--- src/rtl/game_pkg.sv ---
// Shared game-state encodings and score/frame constants for the game controller and State consumers.
package game_pkg;

    localparam int unsigned STATE_W = 3;
    localparam int unsigned SCORE_W = 10;
    localparam int unsigned FRAME_W = 16;

    typedef enum logic [STATE_W-1:0] {
        MENU      = 3'd0,
        LEVEL1    = 3'd1,
        LEVEL2    = 3'd2,
        LEVEL3    = 3'd3,
        GAME_OVER = 3'd4
    } state_t;

    localparam logic [SCORE_W-1:0] SCORE_MAX = 10'd999;
    localparam logic [FRAME_W-1:0] FRAME_MAX = '1;

endpackage

--- src/rtl/game_state_fsm_sync_edge_det.sv ---
// Two-flop synchronizer followed by a registered rising-edge detector.
// The output pulse is one Clk wide and appears three Clk after the input rises.
module sync_edge_det (
    input  logic Clk,
    input  logic Reset_n,
    input  logic d,
    output logic rise
);

    logic meta_q;
    logic sync_q;
    logic prev_q;

    always_ff @(posedge Clk or negedge Reset_n) begin
        if (!Reset_n) begin
            meta_q <= 1'b0;
            sync_q <= 1'b0;
            prev_q <= 1'b0;
            rise   <= 1'b0;
        end else begin
            meta_q <= d;
            sync_q <= meta_q;
            prev_q <= sync_q;
            rise   <= sync_q & ~prev_q;
        end
    end

endmodule

--- src/rtl/game_state_fsm.sv ---
// Game state controller: menu, three difficulty levels and game over, with
// frame-based promotion, per-second score and best-score tracking.
module game_state_fsm
    import game_pkg::*;
#(
    parameter int unsigned LEVEL2_FRAMES  = 600,
    parameter int unsigned LEVEL3_FRAMES  = 1800,
    parameter int unsigned GAMEOVER_HOLD  = 120,
    parameter int unsigned FRAMES_PER_SEC = 60
) (
    input  logic               Clk,
    input  logic               Reset_n,
    input  logic               VGA_VS,
    input  logic               start_key,
    input  logic               collision,
    output logic [STATE_W-1:0] State,
    output logic               game_reset,
    output logic [SCORE_W-1:0] score_sec,
    output logic [SCORE_W-1:0] best_sec
);

    localparam int unsigned SUB_W  = $clog2(FRAMES_PER_SEC + 1);
    localparam int unsigned HOLD_W = $clog2(GAMEOVER_HOLD + 1);

    localparam logic [SUB_W-1:0]   SUB_LAST  = SUB_W'(FRAMES_PER_SEC - 1);
    localparam logic [HOLD_W-1:0]  HOLD_DONE = HOLD_W'(GAMEOVER_HOLD);
    localparam logic [FRAME_W-1:0] L2_AT     = FRAME_W'(LEVEL2_FRAMES);
    localparam logic [FRAME_W-1:0] L3_AT     = FRAME_W'(LEVEL3_FRAMES);

    logic frame_tick;
    logic start_edge;

    state_t              state_q,      state_n;
    logic                game_reset_n;
    logic [FRAME_W-1:0]  run_frames_q, run_frames_n;
    logic [SUB_W-1:0]    sub_q,        sub_n;
    logic [HOLD_W-1:0]   hold_q,       hold_n;
    logic [SCORE_W-1:0]  score_n;
    logic [SCORE_W-1:0]  best_n;

    sync_edge_det u_vs_det (
        .Clk     (Clk),
        .Reset_n (Reset_n),
        .d       (VGA_VS),
        .rise    (frame_tick)
    );

    sync_edge_det u_start_det (
        .Clk     (Clk),
        .Reset_n (Reset_n),
        .d       (start_key),
        .rise    (start_edge)
    );

    assign State = state_q;

    always_ff @(posedge Clk or negedge Reset_n) begin
        if (!Reset_n) begin
            state_q      <= MENU;
            game_reset   <= 1'b0;
            run_frames_q <= '0;
            sub_q        <= '0;
            hold_q       <= '0;
            score_sec    <= '0;
            best_sec     <= '0;
        end else begin
            state_q      <= state_n;
            game_reset   <= game_reset_n;
            run_frames_q <= run_frames_n;
            sub_q        <= sub_n;
            hold_q       <= hold_n;
            score_sec    <= score_n;
            best_sec     <= best_n;
        end
    end

    always_comb begin
        state_n      = state_q;
        game_reset_n = 1'b0;
        run_frames_n = run_frames_q;
        sub_n        = sub_q;
        hold_n       = hold_q;
        score_n      = score_sec;
        best_n       = best_sec;

        case (state_q)
            MENU: begin
                if (start_edge) begin
                    state_n      = LEVEL1;
                    game_reset_n = 1'b1;
                    run_frames_n = '0;
                    sub_n        = '0;
                    score_n      = '0;
                end
            end

            LEVEL1, LEVEL2, LEVEL3: begin
                // Collision pre-empts both promotion and the frame count for this cycle
                if (collision) begin
                    state_n = GAME_OVER;
                    hold_n  = '0;
                end else begin
                    if (frame_tick) begin
                        if (run_frames_q != FRAME_MAX) begin
                            run_frames_n = run_frames_q + FRAME_W'(1);
                        end
                        if (sub_q == SUB_LAST) begin
                            sub_n = '0;
                            if (score_sec != SCORE_MAX) begin
                                score_n = score_sec + SCORE_W'(1);
                            end
                        end else begin
                            sub_n = sub_q + SUB_W'(1);
                        end
                    end
                    if (state_q == LEVEL1 && run_frames_q >= L2_AT) begin
                        state_n = LEVEL2;
                    end else if (state_q == LEVEL2 && run_frames_q >= L3_AT) begin
                        state_n = LEVEL3;
                    end
                end
            end

            GAME_OVER: begin
                if (score_sec > best_sec) begin
                    best_n = score_sec;
                end
                // Presses before the hold expires are simply dropped
                if (start_edge && hold_q >= HOLD_DONE) begin
                    state_n      = LEVEL1;
                    game_reset_n = 1'b1;
                    run_frames_n = '0;
                    sub_n        = '0;
                    score_n      = '0;
                end else if (frame_tick && hold_q < HOLD_DONE) begin
                    hold_n = hold_q + HOLD_W'(1);
                end
            end

            default: begin
                state_n = MENU;
            end
        endcase
    end

endmodule

--- config.mk ---
export PLATFORM = sky130hd
export DESIGN_NAME = game_state_fsm
export DESIGN_NICKNAME = d
export VERILOG_FILES = /design/src/rtl/game_pkg.sv /design/src/rtl/game_state_fsm_sync_edge_det.sv /design/src/rtl/game_state_fsm.sv
export SDC_FILE = /design/constraint.sdc
export NUM_CORES = 1
export LEC_CHECK = 0
export BUFFER_PORTS_ARGS = -buffer_cell sky130_fd_sc_hd__buf_4
export CORE_MARGIN = 2
export CORE_UTILIZATION = 64
export DETAILED_ROUTE_END_ITERATION = 10
export GPL_ROUTABILITY_DRIVEN = 0
export PLACE_DENSITY = 0.84
export SETUP_SLACK_MARGIN = 0.02
export SYNTH_ARGS = -nofsm -noshare
export SYNTH_HDL_FRONTEND = slang
export SYNTH_SLANG_ARGS = --single-unit
--- constraint.sdc ---
create_clock -name Clk -period 3.75 [get_ports Clk]
set_input_delay 0.5625 -clock Clk [delete_from_list [all_inputs] [get_ports Clk]]
set_output_delay 0.5625 -clock Clk [all_outputs]
set_load 0.01 [all_outputs]
==> impl_metrics.env, run 1 <==
export IMPL_p_leak_nw=1.71
export IMPL_totalWireLength_mm=7.69
export IMPL_worst_endpoint_arrival_ps=2790
export IMPL_grt_max_degree=62
export IMPL_synth_top_area_cell="dfrtp_1"
export IMPL_insertion_delay_ps=350
export IMPL_status="finished, final reports clean"
export IMPL_yosys_register_bits=61
export IMPL_vias_per_cell=6.34
export IMPL_synthDistinctLibCells=49
export IMPL_syn_inst=340
export IMPL_hpwl_mm=5.04
export IMPL_core_sq_mm=0.00504
export IMPL_antenna_found_initial=0
export IMPL_rows=26
export IMPL_critPathLaunchType="register"
export IMPL_synthArstFlopShare=1.00
export IMPL_hold_viol_final=0
export IMPL_dieWidth_um=75.7
export IMPL_worstMarginPinSlew_ps=1030
export IMPL_synthFlopType="dfrtp_1"
export IMPL_numCtsBuffers=9
export IMPL_relSlewSlack=0.309
export IMPL_diodes=0
export IMPL_cts_resized=0
export IMPL_postCtsSetupRepairBufs=0
export IMPL_final_cell_mix="dfrtp_1 (61), nand2_1 (33), buf_4 (29)"
export IMPL_max_freq_mhz=390
export IMPL_final_area_sq_mm=0.00375
export IMPL_crit_fanout=12
export IMPL_die_y_um=75.7
export IMPL_drv_cap=0
export IMPL_portBuffers=28
export IMPL_clk_pin_slew_ps=70
export IMPL_yosys_warnings=0
export IMPL_post_route_period_util=0.683
export IMPL_cts_hold_buf=0
export IMPL_ys_top_cells_by_area="dfrtp_1 (46%), ha_1 (6.1%), nand2_1 (3.8%), mux2_2 (3.8%), nand3_1 (3.0%)"
export IMPL_cts_sinks=61
export IMPL_synthesis_area_sq_mm=0.00329
export IMPL_grt_use_total=0.296
export IMPL_r2r_start="State[2]$_DFFE_PN0P_"
export IMPL_endpoint_kind="register"
export IMPL_start_util=0.652
export IMPL_num_io_pins=29
export IMPL_drtAntennaViolNets=0
export IMPL_placed_area_sq_mm=0.00354
export IMPL_post_route_min_period_ps=2560
export IMPL_startpoint="State[2]$_DFFE_PN0P_"
export IMPL_maxSlewViolCount=0
export IMPL_via_count=2807
export IMPL_synth_nets=361
export IMPL_layout_nets=389
export IMPL_grt_pass1_wl_mm=12.4
export IMPL_htreeDepth=3
export IMPL_cts_tree="done"
export IMPL_synth_top_area_share=0.464
export IMPL_mostFrequentLayoutCell="dfrtp_1"
export IMPL_worstPathRequired_ps=3980
export IMPL_fin_skew_ps=10.7
export IMPL_power_w=0.00199
export IMPL_drt_pass1_iterations=5
export IMPL_dieArea_sq_mm=0.00573
export IMPL_ir_worst_vdd_v=0.000392
export IMPL_syn_area_per_cell_sq_um=9.67
export IMPL_first_iter_violations=171
export IMPL_grt_setup_unrepaired="false"
export IMPL_clockBufferDepth=2
export IMPL_drive_above_1_share=0.174
export IMPL_hold_path_class="in2async"
export IMPL_grt_pass1_vias=2543
export IMPL_tns_ps=0
export IMPL_p_per_area_mw_per_mm2=531
export IMPL_final_setup_viol_count=0
export IMPL_clockRootBuffer="clkbuf_8"
export IMPL_ys_seq_area_frac=0.464
export IMPL_synth_edff_count=0
export IMPL_grt_ovfl_total=0
export IMPL_timing_setup_critical_path_class="reg2reg"
export IMPL_drc=0
export IMPL_area_growth_synth_to_final_pct=14.0
export IMPL_wire_per_inst_um=17.4
report_power, final:
part | switching [W] | total [W] | internal (W)
logic | 0.000279 | 0.000498 | 0.000218
registers | 0.000114 | 0.000874 | 0.000760
clock network | 0.000259 | 0.000619 | 0.000360
total | 0.000652 | 0.00199 | 0.00134
cells in the mapped netlist, drive strengths merged (2+ instances only):
| library cell | count |
|---|---|
| nand4 | 12 |
| and3 | 6 |
| and2 | 3 |
| or4 | 5 |
| mux2 | 11 |
| ha | 16 |
| o21ai | 13 |
| a41o | 2 |
| a22o | 2 |
| a21oi | 19 |
| nand2b | 9 |
| inv | 20 |
| nand2 | 33 |
| nand3 | 20 |
| nor2b | 5 |
| or3 | 2 |
| buf | 5 |
| nor2 | 20 |
| clkbuf | 7 |
| a21o | 3 |
| o311ai | 5 |
| nor4 | 4 |
| o41ai | 3 |
| nor3 | 10 |
| dfrtp | 61 |
| a31oi | 4 |
| o31ai | 7 |
| o31a | 3 |
| a31o | 5 |
| and4 | 2 |
| mux2i | 8 |
layer usage:
| metal | up-vias | track usage | routed length [um] |
|---|---|---|---|
| li1 | 1308 | - | - |
| met1 | 1379 | 0.393 | 3340 |
| met2 | 104 | 0.469 | 3740 |
| met3 | 16 | 0.0767 | 465 |
| met4 | 0 | 0.115 | 136 |
| met5 | - | 0 | 0 |
worst paths after layout:
check / to / slack [ps] / depth (start not counted)
setup reg to reg: run_frames_q[7]$_DFFE_PN0P_ / 1190 / 5
max in group asynchronous: game_reset$_DFF_PN0_ / 2960 / 1
hold reg to reg: u_start_det.sync_q$_DFF_PN0_ / 350 / 0
setup / recovery: run_frames_q[7]$_DFFE_PN0P_ / 1190 / 5
min in group Clk: u_start_det.meta_q$_DFF_PN0_ / 320 / 1
hold / removal: hold_q[0]$_DFFE_PN0P_ / 300 / 1
worst max-delay path, stage by stage (launching register included):
cell	delay (ps)
dfrtp_1	510
o21bai_1	340
nor4_1	480
nor3b_2	680
o311ai_0	300
o41ai_1	140
registers in the layout, indices dropped and copies added, names as in the netlist:
| register | cells |
|---|---|
| State | 3 |
| best_sec | 10 |
| game_reset | 1 |
| hold_q | 7 |
| run_frames_q | 16 |
| score_sec | 10 |
| sub_q | 6 |
| u_start_det.meta_q | 1 |
| u_start_det.prev_q | 1 |
| u_start_det.rise | 1 |
| u_start_det.sync_q | 1 |
| u_vs_det.meta_q | 1 |
| u_vs_det.prev_q | 1 |
| u_vs_det.rise | 1 |
| u_vs_det.sync_q | 1 |
stage by stage:
stage | setup WS (ps) | std cells | hold WS (ps) | utilization
after floorplan | 1710 | 340 | 267 | -
after global placement | 1370 | 427 | 334 | 0.702
after detailed placement | 1300 | 427 | 339 | 0.702
after CTS | 1250 | 443 | 313 | 0.744
after global routing | 1040 | 443 | 308 | 0.744
final | 1190 | 443 | 297 | 0.744
kinds of logic after synthesis:
family,Yosys count,share of synthesized area
AO/OA/AOI/OAI,73,0.151
adder cells (fa/ha/maj),16,0.0609
multiplexers,19,0.0620
buffers and inverters,33,0.0411
XOR/XNOR,2,0.00533
flip-flops,61,0.464
AND/OR/NAND/NOR,136,0.215
area by class of cell:
type	count	area, sq um
clock buffers	13	169
clock inverters	3	42.5
fillers	377	1290
inverters	21	78.8
multi-input cells	246	1630
flip-flops and latches	61	1530
well taps	70	87.6
repair buffers	29	218
Power figures use the tool's default switching activity.
==> run 2: changes to the inputs <==
--- a/config.mk
+++ b/config.mk
@@ -7,10 +7,10 @@
 export LEC_CHECK = 0
 export BUFFER_PORTS_ARGS = -buffer_cell sky130_fd_sc_hd__buf_4
 export CORE_MARGIN = 2
-export CORE_UTILIZATION = 64
+export CORE_UTILIZATION = 59
 export DETAILED_ROUTE_END_ITERATION = 10
 export GPL_ROUTABILITY_DRIVEN = 0
-export PLACE_DENSITY = 0.84
+export PLACE_DENSITY = 0.78
 export SETUP_SLACK_MARGIN = 0.02
 export SYNTH_ARGS = -nofsm -noshare
 export SYNTH_HDL_FRONTEND = slang
==> constraint.sdc (replaced) <==
create_clock -name Clk -period 2.4 [get_ports Clk]
set_input_delay 0.36 -clock Clk [delete_from_list [all_inputs] [get_ports Clk]]
set_output_delay 0.36 -clock Clk [all_outputs]
set_load 0.01 [all_outputs]
==> run 2 against run 1 <==
Effect of this change: cell area is 0.47% higher; fmax is 17% higher; non-clock buffer count is 10 higher; total power is 46% higher; cell count is 2.3% higher; first-iteration DRC count is 12% lower; global-route usage is 3.8 points lower; critical path depth is 1 higher; routed wire length is 4.5% lower; core utilization is 5.1 points lower; clock skew is 2.0 ps higher; critical path type unchanged; highest routed layer unchanged.
==> impl_metrics.env, run 2 (synthesis results as in run 1) <==
export IMPL_power_switching_w=0.000984
export IMPL_hpwl_mm=4.99
export IMPL_core_sq_mm=0.00544
export IMPL_start_util=0.605
export IMPL_power_frac_comb=0.294
export IMPL_drt_pass1_iterations=4
export IMPL_endpoint_kind="register"
export IMPL_portBuffers=28
export IMPL_intPower_w=0.00193
export IMPL_fin_cells=453
export IMPL_drv_cap=0
export IMPL_wl_met3_um=329
export IMPL_timing_setup_critical_path_class="reg2reg"
export IMPL_wl_met1_mm=3.61
export IMPL_htreeDepth=3
export IMPL_vias_per_cell=6.01
export IMPL_num_io_pins=29
export IMPL_first_iter_violations=151
export IMPL_max_freq_mhz=456
export IMPL_mostFrequentLayoutCell="dfrtp_1"
export IMPL_postCtsSetupRepairBufs=0
export IMPL_crit_fanout=11
export IMPL_diodes=0
export IMPL_ir_worst_vdd_v=0.000519
export IMPL_hold_viol_final=0
export IMPL_placed_area_sq_mm=0.00362
export IMPL_final_area_sq_mm=0.00377
export IMPL_route_met2_wl_mm=3.34
export IMPL_drc=0
export IMPL_hold_path_class="in2async"
export IMPL_holdWs_ps=99.3
export IMPL_die_y_um=78.7
export IMPL_p_leak_nw=1.73
export IMPL_final_setup_viol_count=0
export IMPL_p_per_area_mw_per_mm2=773
export IMPL_via_count=2723
export IMPL_post_route_period_util=0.914
export IMPL_top_regs="run_frames_q: 16 flops, best_sec: 10 flops, score_sec: 10 flops"
export IMPL_tns_ps=0
export IMPL_power_w=0.00291
export IMPL_largest_reg_flops=16
export IMPL_cts_sinks=61
export IMPL_rows=27
export IMPL_pwr_share_seq=0.454
export IMPL_grt_pass1_vias=2551
export IMPL_worst_endpoint_arrival_ps=2430
export IMPL_grt_setup_unrepaired="false"
export IMPL_status="finished, final reports clean"
export IMPL_final_cell_mix="dfrtp_1 (61), buf_4 (39), nand2_1 (33)"
export IMPL_clockBufferDepth=2
export IMPL_dp_cells=439
export IMPL_grt_ovfl_total=0
export IMPL_dieWidth_um=78.7
export IMPL_largest_register="run_frames_q"
export IMPL_fin_skew_ps=12.7
export IMPL_clk_pin_slew_ps=70
export IMPL_worstMarginPinSlew_ps=758
export IMPL_area_growth_synth_to_final_pct=14.5
export IMPL_top_layer="met4"
export IMPL_dieArea_sq_mm=0.00619
export IMPL_grt_max_degree=62
export IMPL_insertion_delay_ps=330
export IMPL_clockRootBuffer="clkbuf_8"
export IMPL_drtAntennaViolNets=0
export IMPL_switching_share=0.338
export IMPL_antenna_found_initial=0
export IMPL_pwr_share_clk=0.252
export IMPL_numCtsBuffers=9
export IMPL_totalWireLength_mm=7.35
export IMPL_wire_per_inst_um=16.2
export IMPL_worstPathRequired_ps=2640
export IMPL_drive_above_1_share=0.192
export IMPL_relSlewSlack=0.495
export IMPL_layout_nets=399
export IMPL_critPathLaunchType="register"
export IMPL_post_route_min_period_ps=2190
export IMPL_grt_use_total=0.258
export IMPL_maxSlewViolCount=0
export IMPL_cts_tree="done"
export IMPL_grt_pass1_wl_mm=12.5
==> run 2: changes by cell type in the layout (fill, tap and decap cells not counted) <==
cell        delta
clkbuf_1       +1
buf_4         +10
clkinvlp_4     -1
clkbuf_8       -3
clkinv_2       +2
o31ai_1        -1
bufinv_16      -1
o31ai_2        +1
==> run 2: worst paths after layout <==
check / startpoint / endpoint / slack [ps] / cells after the start
worst min register to register: u_start_det.meta_q$_DFF_PN0_ / u_start_det.sync_q$_DFF_PN0_ / 360 / 0
worst max register to register: State[0]$_DFFE_PN0P_ / run_frames_q[4]$_DFFE_PN0P_ / 210 / 6
worst max-delay path: State[0]$_DFFE_PN0P_ / run_frames_q[4]$_DFFE_PN0P_ / 210 / 6
min in group Clk: start_key / u_start_det.meta_q$_DFF_PN0_ / 140 / 1
worst min-delay path: Reset_n / hold_q[2]$_DFFE_PN0P_ / 100 / 1
max in group asynchronous: Reset_n / u_vs_det.prev_q$_DFF_PN0_ / 1790 / 1
==> run 2: worst max-delay path: stages, from the launching register on <==
cell	delay (ps)
dfrtp_1	430
o21bai_1	500
nor4_1	160
nor3b_2	200
buf_4	170
or4_1	480
a21oi_1	160
==> run 2: what timing repair did <==
item / 4_1_cts / 5_1_grt
gates resized for setup: 0 / 1
setup endpoints to repair: 0 / 3
hold buffers: 0 / 0
==> run 2: area by class of cell <==
type                       count  area [sq um]
fill                         432          1670
multi-input combinational    246          1630
sequential                    61          1530
timing repair buffer          39           293
clock buffer                  11           131
tap                           72          90.1
inverter                      21          78.8
clock inverter                 3          15.0
==> run 2: power groups by stage <==
| stage | Sequential, W | Combinational, W | Clock (W) |
|---|---|---|---|
| 5_1_grt | 0.00135 | 0.000949 | 0.000794 |
| 6_report | 0.00132 | 0.000855 | 0.000734 |
| 3_5_place_dp | 0.00134 | 0.000846 | 0 |
| 3_3_place_gp | 0.00133 | 0.000820 | 0 |
| 4_1_cts | 0.00132 | 0.000857 | 0.000754 |
| 2_1_floorplan | 0.00137 | 0.000452 | 0 |
==> run 2: per-layer routing <==
metal | vias up | global-route usage
li1 | 1339 | -
met1 | 1318 | 0.375
met2 | 58 | 0.388
met3 | 8 | 0.0598
met4 | 0 | 0.0702
met5 | - | 0
==> run 2: metrics by stage <==
stage	utilization	setup WS (ps)
final	0.693	206
after global routing	0.693	60.2
after CTS	0.692	208
after detailed placement	0.665	236
after global placement	0.665	304
after floorplan	-	365
